File: src/rtl/hilo_muldiv.sv
// hilo_muldiv: iterative 32x32 multiply / 32/32 divide unit that owns the
// architectural HI/LO registers. One operation takes 33 cycles: 32 RUN
// iterations over unsigned magnitudes followed by a FIX cycle that applies
// the latched signs and writes HI/LO.
module hilo_muldiv (
    input  logic        clk,
    input  logic        rst,
    input  logic        start,
    input  logic [1:0]  op,
    input  logic [31:0] rs_data,
    input  logic [31:0] rt_data,
    input  logic        mthi,
    input  logic        mtlo,
    input  logic [31:0] wr_data,
    output logic        busy,
    output logic        done,
    output logic [31:0] hi,
    output logic [31:0] lo
);

    typedef enum logic [1:0] {
        IDLE = 2'd0,
        RUN  = 2'd1,
        FIX  = 2'd2
    } state_t;

    state_t state;
    state_t state_nxt;

    logic [5:0] count;
    logic       accept;

    // Operands viewed as two's-complement for the signed ops.
    logic signed [31:0] rs_signed;
    logic signed [31:0] rt_signed;

    // Latched operation context.
    logic        op_div;     // 1: divide, 0: multiply
    logic        neg_qp;     // negate product / quotient in FIX
    logic        neg_rem;    // negate remainder in FIX
    logic        div_zero;   // divisor was zero
    logic [31:0] opnd;       // multiplicand magnitude or divisor magnitude

    // Shared iteration registers.
    // Multiply: {acc_hi, acc_lo} is the shifting product, acc_lo starts
    // as the multiplier magnitude.
    // Divide: acc_hi is the partial remainder, acc_lo starts as the
    // dividend magnitude and fills with quotient bits from the right.
    logic [31:0] acc_hi;
    logic [31:0] acc_lo;

    // Per-iteration combinational terms.
    logic [31:0] addend;
    logic [32:0] add_sum;
    logic [32:0] shift_rem;
    logic        sub_ok;
    logic [31:0] sub_diff;

    // Results presented to HI/LO in the FIX cycle.
    logic [63:0] prod;
    logic [31:0] quo;
    logic [31:0] rem;
    logic [31:0] res_hi;
    logic [31:0] res_lo;

    // Absolute value for signed ops; raw value for unsigned ops.
    // The most negative value maps onto 0x80000000, which is its
    // correct unsigned magnitude.
    function automatic logic [31:0] magnitude(input logic signed [31:0] v,
                                              input logic is_signed);
        logic [31:0] m;
        if (is_signed && (v < 0)) begin
            m = 32'(-v);
        end else begin
            m = v;
        end
        return m;
    endfunction

    // Conditional two's-complement negation, 32-bit.
    function automatic logic [31:0] apply_sign32(input logic [31:0] v,
                                                 input logic neg);
        return neg ? (~v + 32'd1) : v;
    endfunction

    // Conditional two's-complement negation, 64-bit.
    function automatic logic [63:0] apply_sign64(input logic [63:0] v,
                                                 input logic neg);
        return neg ? (~v + 64'd1) : v;
    endfunction

    assign rs_signed = rs_data;
    assign rt_signed = rt_data;
    assign accept    = (state == IDLE) && start;
    assign busy      = (state != IDLE);

    // Control registers: state, iteration counter and the done pulse.
    always_ff @(posedge clk) begin
        if (rst) begin
            state <= IDLE;
            count <= 6'd0;
            done  <= 1'b0;
        end else begin
            state <= state_nxt;
            done  <= (state == FIX);
            if (accept) begin
                count <= 6'd0;
            end else if (state == RUN) begin
                count <= count + 6'd1;
            end
        end
    end

    // Next-state logic: fixed 32 RUN iterations then one FIX cycle.
    always_comb begin
        state_nxt = state;
        case (state)
            IDLE: begin
                if (start) begin
                    state_nxt = RUN;
                end
            end
            RUN: begin
                if (count == 6'd31) begin
                    state_nxt = FIX;
                end
            end
            FIX: begin
                state_nxt = IDLE;
            end
            default: begin
                state_nxt = IDLE;
            end
        endcase
    end

    // One shift-add step and one restoring-divide step, both unsigned.
    always_comb begin
        addend    = acc_lo[0] ? opnd : 32'd0;
        add_sum   = {1'b0, acc_hi} + {1'b0, addend};
        shift_rem = {acc_hi, acc_lo[31]};
        sub_ok    = (shift_rem >= {1'b0, opnd});
        sub_diff  = shift_rem[31:0] - opnd;
    end

    // Sign fix-up and result selection for the FIX cycle.
    // A zero divisor yields all-ones quotient bits and leaves the dividend
    // magnitude as remainder; re-applying the dividend sign restores the
    // raw rs value, so only the quotient needs forcing.
    always_comb begin
        prod = apply_sign64({acc_hi, acc_lo}, neg_qp);
        quo  = div_zero ? 32'hFFFF_FFFF : apply_sign32(acc_lo, neg_qp);
        rem  = apply_sign32(acc_hi, neg_rem);
        if (op_div) begin
            res_hi = rem;
            res_lo = quo;
        end else begin
            res_hi = prod[63:32];
            res_lo = prod[31:0];
        end
    end

    // Datapath: latch operands on accept, iterate one bit per RUN cycle.
    always_ff @(posedge clk) begin
        if (accept) begin
            op_div   <= op[1];
            neg_qp   <= ~op[0] & (rs_data[31] ^ rt_data[31]);
            neg_rem  <= ~op[0] & rs_data[31];
            div_zero <= op[1] & (rt_data == 32'd0);
            acc_hi   <= 32'd0;
            if (op[1]) begin
                opnd   <= magnitude(rt_signed, ~op[0]);
                acc_lo <= magnitude(rs_signed, ~op[0]);
            end else begin
                opnd   <= magnitude(rs_signed, ~op[0]);
                acc_lo <= magnitude(rt_signed, ~op[0]);
            end
        end else if (state == RUN) begin
            if (op_div) begin
                acc_hi <= sub_ok ? sub_diff : shift_rem[31:0];
                acc_lo <= {acc_lo[30:0], sub_ok};
            end else begin
                acc_hi <= add_sum[32:1];
                acc_lo <= {add_sum[0], acc_lo[31:1]};
            end
        end
    end

    // HI/LO: operation results in FIX, move-to writes only in a quiet IDLE.
    always_ff @(posedge clk) begin
        if (rst) begin
            hi <= 32'd0;
            lo <= 32'd0;
        end else if (state == FIX) begin
            hi <= res_hi;
            lo <= res_lo;
        end else if ((state == IDLE) && !start) begin
            if (mthi) begin
                hi <= wr_data;
            end
            if (mtlo) begin
                lo <= wr_data;
            end
        end
    end

endmodule

File: config.mk
export PLATFORM = sky130hd
export DESIGN_NAME = hilo_muldiv
export DESIGN_NICKNAME = d
export VERILOG_FILES = /design/src/rtl/hilo_muldiv.sv
export SDC_FILE = /design/constraint.sdc
export NUM_CORES = 1
export LEC_CHECK = 0
export BUFFER_PORTS_ARGS = -buffer_cell sky130_fd_sc_hd__buf_2
export CAP_MARGIN = 20
export CORE_MARGIN = 10
export CORE_UTILIZATION = 55
export DETAILED_ROUTE_END_ITERATION = 12
export PLACE_DENSITY_LB_ADDON = 0.05
export REMOVE_ABC_BUFFERS = 1
export SLEW_MARGIN = 20
export SYNTH_ARGS = -nofsm -noshare
export SYNTH_HDL_FRONTEND = slang
export SYNTH_SLANG_ARGS = --single-unit
export TNS_END_PERCENT = 20
File: constraint.sdc
create_clock -name clk -period 3.8 [get_ports clk]
set_input_delay 0.76 -clock clk [delete_from_list [all_inputs] [get_ports clk]]
set_output_delay 0.76 -clock clk [all_outputs]
set_load 0.01 [all_outputs]
; ---- Word-level counts from Yosys, hierarchy flattened
; Cells that the tools add are included.
[classes]
n_addsub = 8
order_cmp = 3
eq_ne = 5
muxes = 25
bitwise_logic = 8
reduce_logical = 16
[ops]
columns = operator, count
row1 = $mux W32, 21
row2 = $add A32 B1 Y32 const B, 2
row3 = $add A64 B1 Y64 const B, 1
row4 = $lt A32 B1 Y1 const B, 2
row5 = $mux W64, 1
row6 = $neg A32 Y32, 2
row7 = $not A32 Y32, 2
row8 = $not A64 Y64, 1
row9 = $add A32 B32 Y33, 1
row10 = $ge A33 B32 Y1, 1
row11 = $logic_not A32 Y1, 1
row12 = $sub A32 B32 Y32, 1
row13 = $reduce_bool A2 Y1, 5
row14 = $add A6 B1 Y6 const B, 1
row15 = $eq A6 B5 Y1 const B, 1
row16 = $reduce_and A2 Y1, 3
row17 = $logic_and A1 B1 Y1, 4
row18 = $mux W2, 2
row19 = $pmux W2 S2, 1
row20 = $and A1 B1 Y1, 3
row21 = $eq A2 B1 Y1 const B, 1
row22 = $eq A2 B2 Y1 const B, 1
row23 = $logic_not A2 Y1, 1
row24 = $ne A2 B1 Y1 const B, 1
row25 = 5 further kinds, 5
[word_totals]
reg_bits = 173
inputBits = 103
output_inout_bits = 66
wordCells = 77

; ---- Longest topological paths before layout
[depth]
depth_word = 6
ltp_mapped = 14
mapped_depth_nobuf = 12

; ---- Least setup slack after synthesis
; No wires, ideal clock.
[synth_path]
kind = register to register
startpoint = reg acc_lo[0]
endpoint = reg acc_hi[26]
setup_time_ns = 0.129
arrival_ns = 3.038
required_time_ns = 3.671
setup_slack_ns = 0.633
stages_incl_launch_ff = 14
path_buffers = 1
period_less_slack_ns = 3.167
cell_sequence = edfxtp_1 -> inv_1 -> clkbuf_1 -> nor2_1 -> ha_1 -> o211ai_1 -> o21ai_0 -> a31oi_1 -> o211ai_1 -> o21ai_0 -> o311ai_0 -> o31a_1 -> xnor2_1 -> o211ai_1
[synth_between]
elab_chain_len = 3
[synth_lines]
columns = item, line
row1 = "start, declared", 50  ; logic [31:0] acc_lo;
row2 = "start signal, assigned", 173  ; acc_lo <= magnitude(rs_signed, ~op[0]);
row3 = "start signal, assigned", 176  ; acc_lo <= magnitude(rt_signed, ~op[0]);
row4 = "start signal, assigned", 181  ; acc_lo <= {acc_lo[30:0], sub_ok};
row5 = $mux W32, 139  ; addend = acc_lo[0] ? opnd : 32'd0;
row6 = $add A32 B32 Y33, 140  ; add_sum = {1'b0, acc_hi} + {1'b0, addend};
row7 = $mux W32, 179  ; if (op_div) begin
row8 = "end signal, assigned", 180  ; acc_hi <= sub_ok ? sub_diff : shift_rem[31:0];
row9 = "end signal, assigned", 183  ; acc_hi <= add_sum[32:1];
row10 = "end, declared", 49  ; logic [31:0] acc_hi;
; Every way passes these cells.
; A chain may end at the register's enable or synchronous reset.

; ---- Worst setup path in the final report
[layout_path]
startpoint = reg acc_lo[0]
endpoint = reg acc_hi[23]
; Same word-level chain as after synthesis.

==> impl_metrics.py <==
metrics = {
    "run_status": {
        "status": "finished, final reports clean",
    },
    "route": {
        "ant_nets": 0,
        "wire_per_inst_um": 23.0,
        "drt_iter0_drc": 1605,
        "vias_per_cell": 6.43,
        "finalWirelength_um": 52300,
        "drt_pre_antenna_iters": 6,
        "remaining_drc_errors": 0,
        "vias": 14600,
    },
    "timing": {
        "slew_headroom_pct": 38.3,
        "min_period_ps": 3570,
        "max_clock_freq_ghz": 0.280,
        "finClkSkew_ps": 22.7,
        "rsz0062_at_grt": "no",
        "hold_violations": 0,
        "worst_hold_slack_ps": 454,
        "worstMarginPinSlew_ps": 926,
        "setup_viol": 0,
        "period_share_pct": 93.8,
        "final_max_slew_viol_count": 0,
    },
    "global_routing": {
        "overflow": 0,
        "gr-usage-all-layers_pct": 30.5,
        "antenna_found_initial": 1,
        "grt_pass1_wl_um": 80300,
        "grt_pass1_vias": 13800,
        "grt_max_degree": 61,
    },
    "final_layout": {
        "multi_input_area_um2": 9490,
        "drive_gt1_share_pct": 15.2,
        "seqCellArea_um2": 4140,
        "fillCellCount": 2287,
        "syn2layout_area_growth_pct": 14.2,
        "antenna_cells": 0,
        "final_area_um2": 16300,
        "nets": 2107,
    },
    "synth": {
        "synth-simple-area-share_pct": 17.8,
        "synth.area.mux_share_pct": 6.87,
        "synth.cell_area_um2": 14200,
        "synth_area_leader_cell": "dfxtp_1",
        "synth.most_common_cell": "nor2_1",
        "synth_fa_ha_area_share_pct": 6.35,
        "syn-mean-instance-area_um2": 8.02,
        "netlist.area_leader.share_pct": 14.8,
        "synth_top_family_by_area": "compound AO/OA/AOI/OAI gates",
        "ys_top_cells_by_count": "nor2_1 (212), a21oi_1 (176), nand2_1 (148), o21ai_0 (118), dfxtp_1 (105)",
        "async_flop_share_pct": 0,
        "synth_cell_types": 77,
        "yosys_register_bits": 173,
        "synth_area_leaders": "dfxtp_1 (15%), edfxtp_1 (14%), mux2i_1 (6.4%)",
        "yosysWarnings": 0,
        "synth_xor_area_share_pct": 10.9,
        "ys.flop_type": "dfxtp_1",
        "synth_seq_area_share_pct": 29.1,
        "synth_compound_area_share_pct": 24.6,
        "synth_edf_count": 68,
        "syn_inst": 1775,
    },
    "worst_setup_path": {
        "critical_path_class": "flop to flop",
        "crit_path_end_kind": "flop",
        "startpoint_type": "flop",
        "crit_slowest_cell": "edfxtp_1",
        "crit_path_max_fanout": 27,
        "cpPeakStageDelay_ps": 380,
        "reg2reg_depth": 13,
        "worst-endpoint-arrival_ps": 3890,
        "path_cells": "inv_1 -> buf_4 -> nor2_1 -> ha_1 -> a211oi_1 -> o21ai_0 -> a21oi_1 -> a21oi_1 -> o211ai_1 -> nand2b_1 -> xor2_1 -> a222oi_1 -> o21ai_0",
        "required_ps": 4120,
    },
    "power": {
        "finalPower_uw": 7880,
        "pwr-share-comb_pct": 46.1,
        "power.internal_uw": 4470,
        "powerDensity_nw_per_um2": 485,
        "switching_share_pct": 43.3,
        "power.share.clock_pct": 23.2,
        "p_sw_uw": 3410,
        "pwr-share-seq_pct": 30.6,
        "p_leak_uw": 0.00700,
        "ir_drop_mv": 0.280,
    },
    "run": {
        "drv_cap": 0,
    },
    "clock_tree": {
        "insertion_delay_ps": 450,
        "postCtsHoldBufs": 0,
        "ctsResizeCount": 0,
        "h-tree-depth": 4,
        "clock-sinks": 173,
        "cts_tree": "done",
        "clk_pin_slew_ps": 80,
        "post_cts_buffers": 0,
        "root_buffer": "clkbuf_16",
        "clock_path_buffers": 2,
        "cts_made_buffers": 17,
    },
    "place": {
        "placed_cell_area_um2": 15600,
        "io_buffers": 168,
        "place_hpwl_um": 40900,
        "routabilityCongestion": 1.03,
    },
    "die": {
        "dieHeight_um": 181,
        "rows": 58,
        "initial_utilization_pct": 56.2,
        "dieArea_um2": 32700,
        "coreArea_um2": 25300,
        "ios": 169,
        "die_w_um": 181,
    },
    "hold_path": {
        "hold_depth": 2,
        "hp-class": "flop to flop",
    },
}
## flip-flops by register name, indices dropped and copies added, names as in the netlist
name	cells
state	2
done	1
acc_hi	32
hi	32
neg_rem	1
count	6
acc_lo	32
neg_qp	1
lo	32
op_div	1
opnd	32
div_zero	1
## path summary, 6_finish.rpt
kind             start         end  slack, ps
max          acc_lo[0]  acc_hi[23]        230
min              lo[9]       lo[9]        450
max reg2reg  acc_lo[0]  acc_hi[23]        230
min reg2reg      lo[9]       lo[9]        450
## layer usage
metal | wire length [um] | track usage, % | share of wire [%] | up-vias
li1 | - | - | - | 6805
met1 | 21700 | 39.6 | 42 | 6967
met2 | 23800 | 48.7 | 45 | 740
met3 | 4690 | 6.01 | 9.0 | 118
met4 | 2040 | 12.0 | 3.9 | 2
met5 | 12 | 0 | 0.023 | -
## layout by cell type (no fill, tap or decap), types with 64 or more instances in the layout
master / synthesis / routed
a21oi_1: 176 / 176
dfxtp_1: 105 / 105
ha_1: 69 / 69
o21ai_0: 118 / 118
edfxtp_1: 68 / 68
nor2_1: 212 / 211
xor2_1: 78 / 78
inv_1: 65 / 65
xnor2_1: 99 / 99
buf_2: 8 / 167
nand2_1: 148 / 148
buf_4: 1 / 64
mux2i_1: 91 / 91
## cells by family after synthesis
logic type / after synthesis
AO/OA/AOI/OAI: 553
AND/OR/NAND/NOR: 544
XOR/XNOR: 177
flip-flops: 173
buffers and inverters: 160
multiplexers: 97
adder cells (fa/ha/maj): 71
## power groups by stage
stage | sequential (uW) | clock [uW] | combinational, uW
floorplan | 2460 | 0 | 2260
global placement | 2450 | 0 | 3490
detailed placement | 2450 | 0 | 3510
CTS | 2410 | 1840 | 3540
global route | 2430 | 1910 | 3930
finish | 2410 | 1830 | 3640
## stage by stage
step	std cells	worst slack, ps	util (%)	setup TNS (ps)
5_1_grt	2276	20.4	64.2	0
2_1_floorplan	1681	-453	-	-6620
6_report	2276	235	64.2	0
3_3_place_gp	2244	393	61.8	0
3_5_place_dp	2244	337	61.8	0
4_1_cts	2276	363	64.2	0
## final cells by class
type / instances / area share [%]
well taps: 330 / 2.54
inverters: 66 / 1.52
repair buffers: 233 / 8.35
multi-input cells: 1442 / 58.4
flip-flops and latches: 173 / 25.5
clock buffers: 17 / 2.62
clock inverters: 15 / 1.09
## critical path, delay by kind of cell, from the launching register on
family | cells | cell delay, ps
AO/OA/AOI/OAI | 7 | 1700
buffers and inverters | 2 | 560
flip-flops | 1 | 380
adder cells (fa/ha/maj) | 1 | 370
AND/OR/NAND/NOR | 2 | 240
XOR/XNOR | 1 | 160
Power figures use the tool's default switching activity.
